==> src/rtl/arb16_pkg.sv <==
// Shared constants and state encoding for the 16-way round-robin arbiter.
package arb16_pkg;

    localparam int unsigned N_REQ = 16;
    localparam int unsigned ID_W  = 4;

    typedef enum logic {
        IDLE,
        GRANT
    } arb_state_e;

endpackage

==> src/rtl/rr_arbiter_16_if.sv <==
// Requester-side bundle of the arbiter: request/enable/release in, grant status out.
interface rr_arbiter_16_if;
    import arb16_pkg::*;

    logic             en;
    logic [N_REQ-1:0] req;
    // "release" is a reserved word in SystemVerilog, hence "rel"
    logic             rel;
    logic [N_REQ-1:0] grant;
    logic [ID_W-1:0]  grant_id;
    logic             busy;
    logic             timeout;

    modport master (
        output en, req, rel,
        input  grant, grant_id, busy, timeout
    );

    modport slave (
        input  en, req, rel,
        output grant, grant_id, busy, timeout
    );

endinterface

==> src/rtl/four_to_sixteen.sv <==
// 4-to-16 one-hot decoder with enable; all outputs low when disabled.
module four_to_sixteen (
    input  logic [3:0]  sel,
    input  logic        en,
    output logic [15:0] dec
);

    always_comb begin
        dec = '0;
        if (en) begin
            dec[sel] = 1'b1;
        end
    end

endmodule

==> src/rtl/rr_arbiter_16_pick16.sv <==
// Combinational circular priority pick: first set request at or after ptr, wrapping at 16.
module rr_pick16
    import arb16_pkg::*;
(
    input  logic [N_REQ-1:0] req,
    input  logic [ID_W-1:0]  ptr,
    output logic [ID_W-1:0]  pick_id,
    output logic             pick_vld
);

    logic [ID_W-1:0] idx;

    always_comb begin
        pick_id  = '0;
        pick_vld = 1'b0;
        idx      = '0;
        for (int unsigned i = 0; i < N_REQ; i++) begin
            idx = ptr + ID_W'(i);
            if (!pick_vld && req[idx]) begin
                pick_vld = 1'b1;
                pick_id  = idx;
            end
        end
    end

endmodule

==> src/rtl/rr_arbiter_16.sv <==
// Round-robin arbiter for 16 requesters: holds a grant until release, drop, enable loss or
// hold timeout, then forces one idle cycle and rotates priority past the last winner.
module rr_arbiter_16
    import arb16_pkg::*;
#(
    parameter int unsigned MAX_HOLD = 64
) (
    input  logic           clk,
    input  logic           rst,
    rr_arbiter_16_if.slave bus
);

    localparam int unsigned CNT_W = (MAX_HOLD > 0) ? $clog2(MAX_HOLD + 1) : 1;
    localparam logic [CNT_W-1:0] HOLD_LAST = (MAX_HOLD > 0) ? CNT_W'(MAX_HOLD - 1) : '0;

    arb_state_e      state;
    logic [ID_W-1:0] ptr;
    logic [ID_W-1:0] grant_id_q;
    logic [CNT_W-1:0] hold_cnt;
    logic            timeout_q;
    logic            busy;

    logic [ID_W-1:0] pick_id;
    logic            pick_vld;

    logic rel_end;
    logic drop_end;
    logic en_end;
    logic hold_end;
    logic grant_end;
    logic hold_timeout;

    rr_pick16 u_pick (
        .req      (bus.req),
        .ptr      (ptr),
        .pick_id  (pick_id),
        .pick_vld (pick_vld)
    );

    assign busy = (state == GRANT);

    // Decoder enable includes en so the grant drops in the same cycle en falls.
    four_to_sixteen u_dec (
        .sel (grant_id_q),
        .en  (bus.en & busy),
        .dec (bus.grant)
    );

    assign rel_end      = bus.rel;
    assign drop_end     = !bus.req[grant_id_q];
    assign en_end       = !bus.en;
    assign hold_end     = (MAX_HOLD != 0) && (hold_cnt == HOLD_LAST);
    assign grant_end    = rel_end | drop_end | en_end | hold_end;
    assign hold_timeout = hold_end & !rel_end & !drop_end & !en_end;

    always_ff @(posedge clk) begin
        if (rst) begin
            state      <= IDLE;
            ptr        <= '0;
            grant_id_q <= '0;
            hold_cnt   <= '0;
            timeout_q  <= 1'b0;
        end else begin
            timeout_q <= 1'b0;
            case (state)
                IDLE: begin
                    hold_cnt <= '0;
                    if (bus.en && pick_vld) begin
                        state      <= GRANT;
                        grant_id_q <= pick_id;
                        ptr        <= pick_id + ID_W'(1);
                    end
                end
                GRANT: begin
                    if (grant_end) begin
                        state     <= IDLE;
                        hold_cnt  <= '0;
                        timeout_q <= hold_timeout;
                    end else if (hold_cnt != '1) begin
                        hold_cnt <= hold_cnt + CNT_W'(1);
                    end
                end
                default: state <= IDLE;
            endcase
        end
    end

    assign bus.grant_id = grant_id_q;
    assign bus.busy     = busy;
    assign bus.timeout  = timeout_q;

endmodule

==> src/flat_wrapper.sv <==
// flat-port wrapper written by rule: the top's interface ports become plain ports
module rr_arbiter_16_flat import arb16_pkg::*;
#(
    parameter int unsigned MAX_HOLD = 64
)
  (clk, rst, bus_en, bus_req, bus_rel, bus_grant, bus_grant_id, bus_busy, bus_timeout);
  rr_arbiter_16_if bus_i ();
  input  logic clk;
  input  logic rst;
  input wire logic [$bits(bus_i.en)-1:0] bus_en;
  input wire logic [$bits(bus_i.req)-1:0] bus_req;
  input wire logic [$bits(bus_i.rel)-1:0] bus_rel;
  output wire logic [$bits(bus_i.grant)-1:0] bus_grant;
  output wire logic [$bits(bus_i.grant_id)-1:0] bus_grant_id;
  output wire logic [$bits(bus_i.busy)-1:0] bus_busy;
  output wire logic [$bits(bus_i.timeout)-1:0] bus_timeout;
  assign bus_i.en = bus_en;
  assign bus_i.req = bus_req;
  assign bus_i.rel = bus_rel;
  assign bus_grant = bus_i.grant;
  assign bus_grant_id = bus_i.grant_id;
  assign bus_busy = bus_i.busy;
  assign bus_timeout = bus_i.timeout;
  rr_arbiter_16 #(.MAX_HOLD(MAX_HOLD)) u_core (.clk(clk), .rst(rst), .bus(bus_i));
endmodule
==> config.mk <==
export PLATFORM = sky130hd
export DESIGN_NAME = rr_arbiter_16_flat
export DESIGN_NICKNAME = d
export VERILOG_FILES = /design/src/rtl/arb16_pkg.sv /design/src/rtl/rr_arbiter_16_if.sv /design/src/rtl/four_to_sixteen.sv /design/src/rtl/rr_arbiter_16_pick16.sv /design/src/rtl/rr_arbiter_16.sv /design/src/flat_wrapper.sv
export SDC_FILE = /design/constraint.sdc
export NUM_CORES = 1
export LEC_CHECK = 0
export CAP_MARGIN = 20
export CORE_UTILIZATION = 63
export DETAILED_ROUTE_END_ITERATION = 8
export PLACE_DENSITY = 0.94
export SYNTH_ARGS = -nofsm -noshare
export SYNTH_HDL_FRONTEND = slang
export SYNTH_SLANG_ARGS = --single-unit
==> constraint.sdc <==
create_clock -name clk -period 14.17 [get_ports clk]
set_input_delay 2.834 -clock clk [delete_from_list [all_inputs] [get_ports clk]]
set_output_delay 2.834 -clock clk [all_outputs]
set_load 0.005 [all_outputs]
==> flow_metrics.py <==
metrics = {
    "drt": {
        "via_per_inst": 7.47,
        "dr.pass1.iters": 7,
        "ant_nets": 0,
        "drc": 0,
        "drt_wl_total_um": 11100,
        "drt_iter0_markers": 436,
        "routed-via-count": 3833,
        "wl_per_cell_um": 21.5,
    },
    "die": {
        "io_pins": 42,
        "core-area_um2": 5240,
        "initial_core_util": 0.671,
        "die_x_um": 76.7,
        "fp-row-count": 26,
        "die_area_um2": 5880,
        "fp.dieH_um": 76.7,
    },
    "synth": {
        "synth_area_per_cell_um2": 8.41,
        "synth_ff_type": "dfxtp_1",
        "syn_inst": 418,
        "synth-simple-area-share": 0.235,
        "synth_edf_count": 0,
        "synth_nets": 447,
        "yosysTopAreaCellShare": 0.186,
        "synth_top_family_by_area": "multiplexers",
        "synthTopCellsByArea": "mux4_2 (19%), dfxtp_1 (9.7%), mux2i_1 (9.1%)",
        "ys_types": 75,
        "synth_compound_area_frac": 0.214,
        "syn_area_um2": 3520,
        "ys_warn_count": 0,
        "async_reset_ff_frac": 0,
        "ys_ff_latch": 17,
        "synthMuxAreaShare": 0.347,
        "synth_adder_area_share": 0.0320,
        "yosysTopAreaCell": "mux4_2",
        "ys_seq_area_frac": 0.0968,
        "synth_xor_area_frac": 0.0274,
    },
    "clock_network": {
        "postCtsSetupRepairBufs": 0,
        "cts_tree": "done",
        "cts_made_buffers": 3,
        "cts_resized": 0,
        "htree_levels": 1,
        "clkLatencyLatePin_ns": 0.25,
        "clock_sinks": 17,
        "clockBufferDepth": 2,
        "holdBufCountCts": 0,
        "clk_root_buffer_cell": "clkbuf_8",
        "path_clk_slew_ns": 0.06,
    },
    "placed_design": {
        "io_buffers": 41,
        "hpwl_um": 8310,
        "place_ws_ns": 6.77,
        "place.gp.congestion": 0.993,
    },
    "worst_hold_path": {
        "worstHoldStart": "u_core.hold_cnt[2]",
        "hold-path-endpoint": "u_core.hold_cnt[2]",
        "hold_depth": 2,
        "min_path_type": "reg -> reg",
    },
    "pwr": {
        "power_uw": 880,
        "powerDensity_nw_per_um2": 222,
        "switching_share": 0.570,
        "p_comb_frac": 0.877,
        "clkPwrFrac": 0.041,
        "power.switching_uw": 502,
        "ir_worst_vdd_v": 0.000144,
        "seqPwrFrac": 0.082,
        "p_leak_uw": 0.00132,
        "internal_power_uw": 378,
    },
    "status": {
        "status": "finished clean",
    },
    "finish": {
        "fin_nets": 473,
        "syn2layout_area_growth_pct": 12.7,
        "num_antenna_cells": 0,
        "fin_util": 0.757,
        "layout-drive-gt1-share": 0.167,
    },
    "sta": {
        "hold_viol": 0,
        "worst_pin_slew_ns": 0.949,
        "relSlewSlack": 0.367,
        "min_period_ns": 7.43,
        "fin_ws_ns": 6.74,
        "rsz0062_at_grt": "false",
        "skew_ns": 0.00607,
        "finalCritPeriodShare": 0.525,
        "fmax_ghz": 0.135,
        "tns_ns": 0,
        "hold_ws_ns": 0.536,
        "setup_viol": 0,
        "slew_viol_final": 0,
    },
    "critical_path": {
        "cpMostUsedCell": "clkdlybuf4s50_1",
        "critPathArrivalTime_ns": 4.60,
        "start_kind": "input pin",
        "crit_type": "in -> out",
        "path_buf_inv": 2,
        "r2r-start": "u_core.ptr[0]",
        "crit_required_ns": 11.34,
        "cp-end-kind": "primary output",
        "slowest_delay_ns": 0.57,
        "crit_family": "buffers and inverters",
        "r2r_slack_ns": 8.52,
        "critPathMaxFanout": 5,
        "r2r_end": "u_core.ptr[2]",
        "critical_path.slowest_cell": "clkdlybuf4s50_1",
        "worstPathCellList": "clkdlybuf4s50_1 -> nand2_1 -> or3_1 -> nor3_1 -> clkdlybuf4s50_1",
        "rr_worst_depth": 15,
    },
    "global_route": {
        "grt_pass1_wl_um": 17900,
        "antenna_found_initial": 0,
        "overflow": 0,
        "grt_pass1_vias": 3664,
        "grt_max_degree": 37,
        "gr-usage-all-layers": 0.375,
    },
    "flow_run": {
        "max_cap_violations": 0,
    },
}
-- Yosys cell counts, drive strengths merged, types with 4 or more instances --
library cell / n
o32ai: 4
nand3: 9
xnor2: 8
mux2: 20
nand2: 31
o22ai: 5
nand4: 7
and2: 6
inv: 11
o22a: 5
clkbuf: 13
a221oi: 4
nand2b: 9
or2: 6
nor3: 20
a21oi: 16
nand3b: 5
ha: 9
dfxtp: 17
nor2: 51
mux2i: 33
o21ai: 18
or3: 4
mux4: 29
buf: 10
a211oi: 11
-- cell type report --
type	count	area (µm²)
multi-input combinational	365	3010
fill	373	1270
timing repair buffer	44	433
sequential	17	342
tap	70	87.6
inverter	13	48.8
clock buffer	3	41.3
clock inverter	1	5.00
-- cell families after synthesis --
group,Yosys count
buffers and inverters,36
flip-flops,17
AO/OA/AOI/OAI,101
AND/OR/NAND/NOR,162
multiplexers,82
XOR/XNOR,11
adder cells (fa/ha/maj),9
-- flip-flops by register name, summed over array words and instances, names as in the netlist --
| signal | cells |
|---|---|
| u_core.bus.grant_id | 4 |
| u_core.hold_cnt | 7 |
| u_core.bus.timeout | 1 |
| u_core.ptr | 4 |
| u_core.bus.busy | 1 |
-- power groups by stage --
| stage | clock network, µW | registers, µW | logic [µW] |
|---|---|---|---|
| 2_1_floorplan | 0 | 60.7 | 582 |
| 3_3_place_gp | 0 | 72.4 | 719 |
| 3_5_place_dp | 0 | 72.9 | 734 |
| 4_1_cts | 36.2 | 71.8 | 738 |
| 5_1_grt | 38.2 | 74.1 | 818 |
| 6_report | 35.9 | 72.2 | 772 |
-- worst max path at each step --
| stage | start | end | slack (ns) | cells after the start |
|---|---|---|---|---|
| detailed placement | bus_en | bus_grant[8] | 6.77 | 5 |
| global placement | bus_en | bus_grant[0] | 6.80 | 5 |
| floorplan | bus_en | bus_grant[0] | 7.91 | 3 |
| finish | bus_en | bus_grant[0] | 6.74 | 5 |
| global route | bus_en | bus_grant[0] | 6.64 | 5 |
| CTS | bus_en | bus_grant[8] | 6.75 | 5 |
-- routing by layer --
layer | track usage | share of wire | wire length, µm | vias up
li1 | - | - | - | 1684
met4 | 0.219 | 0.052 | 573 | 0
met3 | 0.0571 | 0.10 | 1150 | 76
met2 | 0.607 | 0.46 | 5110 | 282
met5 | 0 | 0 | 0 | -
met1 | 0.472 | 0.38 | 4220 | 1791
-- cells in the final DEF (no fill, tap or decap), types with 9 or more instances in the layout --
cell,netlist,final
a21oi_1,15,15
nor2_1,51,51
nand2_1,31,31
nor3_1,19,19
clkdlybuf4s50_1,0,41
mux2i_1,32,32
ha_1,9,9
nand2b_1,9,9
mux4_2,29,29
a211oi_1,11,11
mux2_2,19,19
o21ai_0,18,18
inv_1,11,11
dfxtp_1,17,16
-- through the flow --
stage	instances	cell area (µm²)
final	513	3960
after global routing	513	3960
after CTS	513	3960
after detailed placement	509	3920
after global placement	509	3920
after floorplan	418	3520
-- worst reg2reg max path, stage by stage, from the launching register on --
cell and delay (ns):
dfxtp_2 0.96, inv_1 0.19, ha_1 0.84, mux4_2 0.67
mux2i_1 0.38, o211ai_2 0.28, nor4_2 0.47, nand2_1 0.30
nor3_1 0.34, nor3_1 0.12, o41a_1 0.39, inv_1 0.12
ha_1 0.17, nor3_1 0.05, nand3b_1 0.16, a21oi_1 0.14
(Power assumes the default switching activity.)
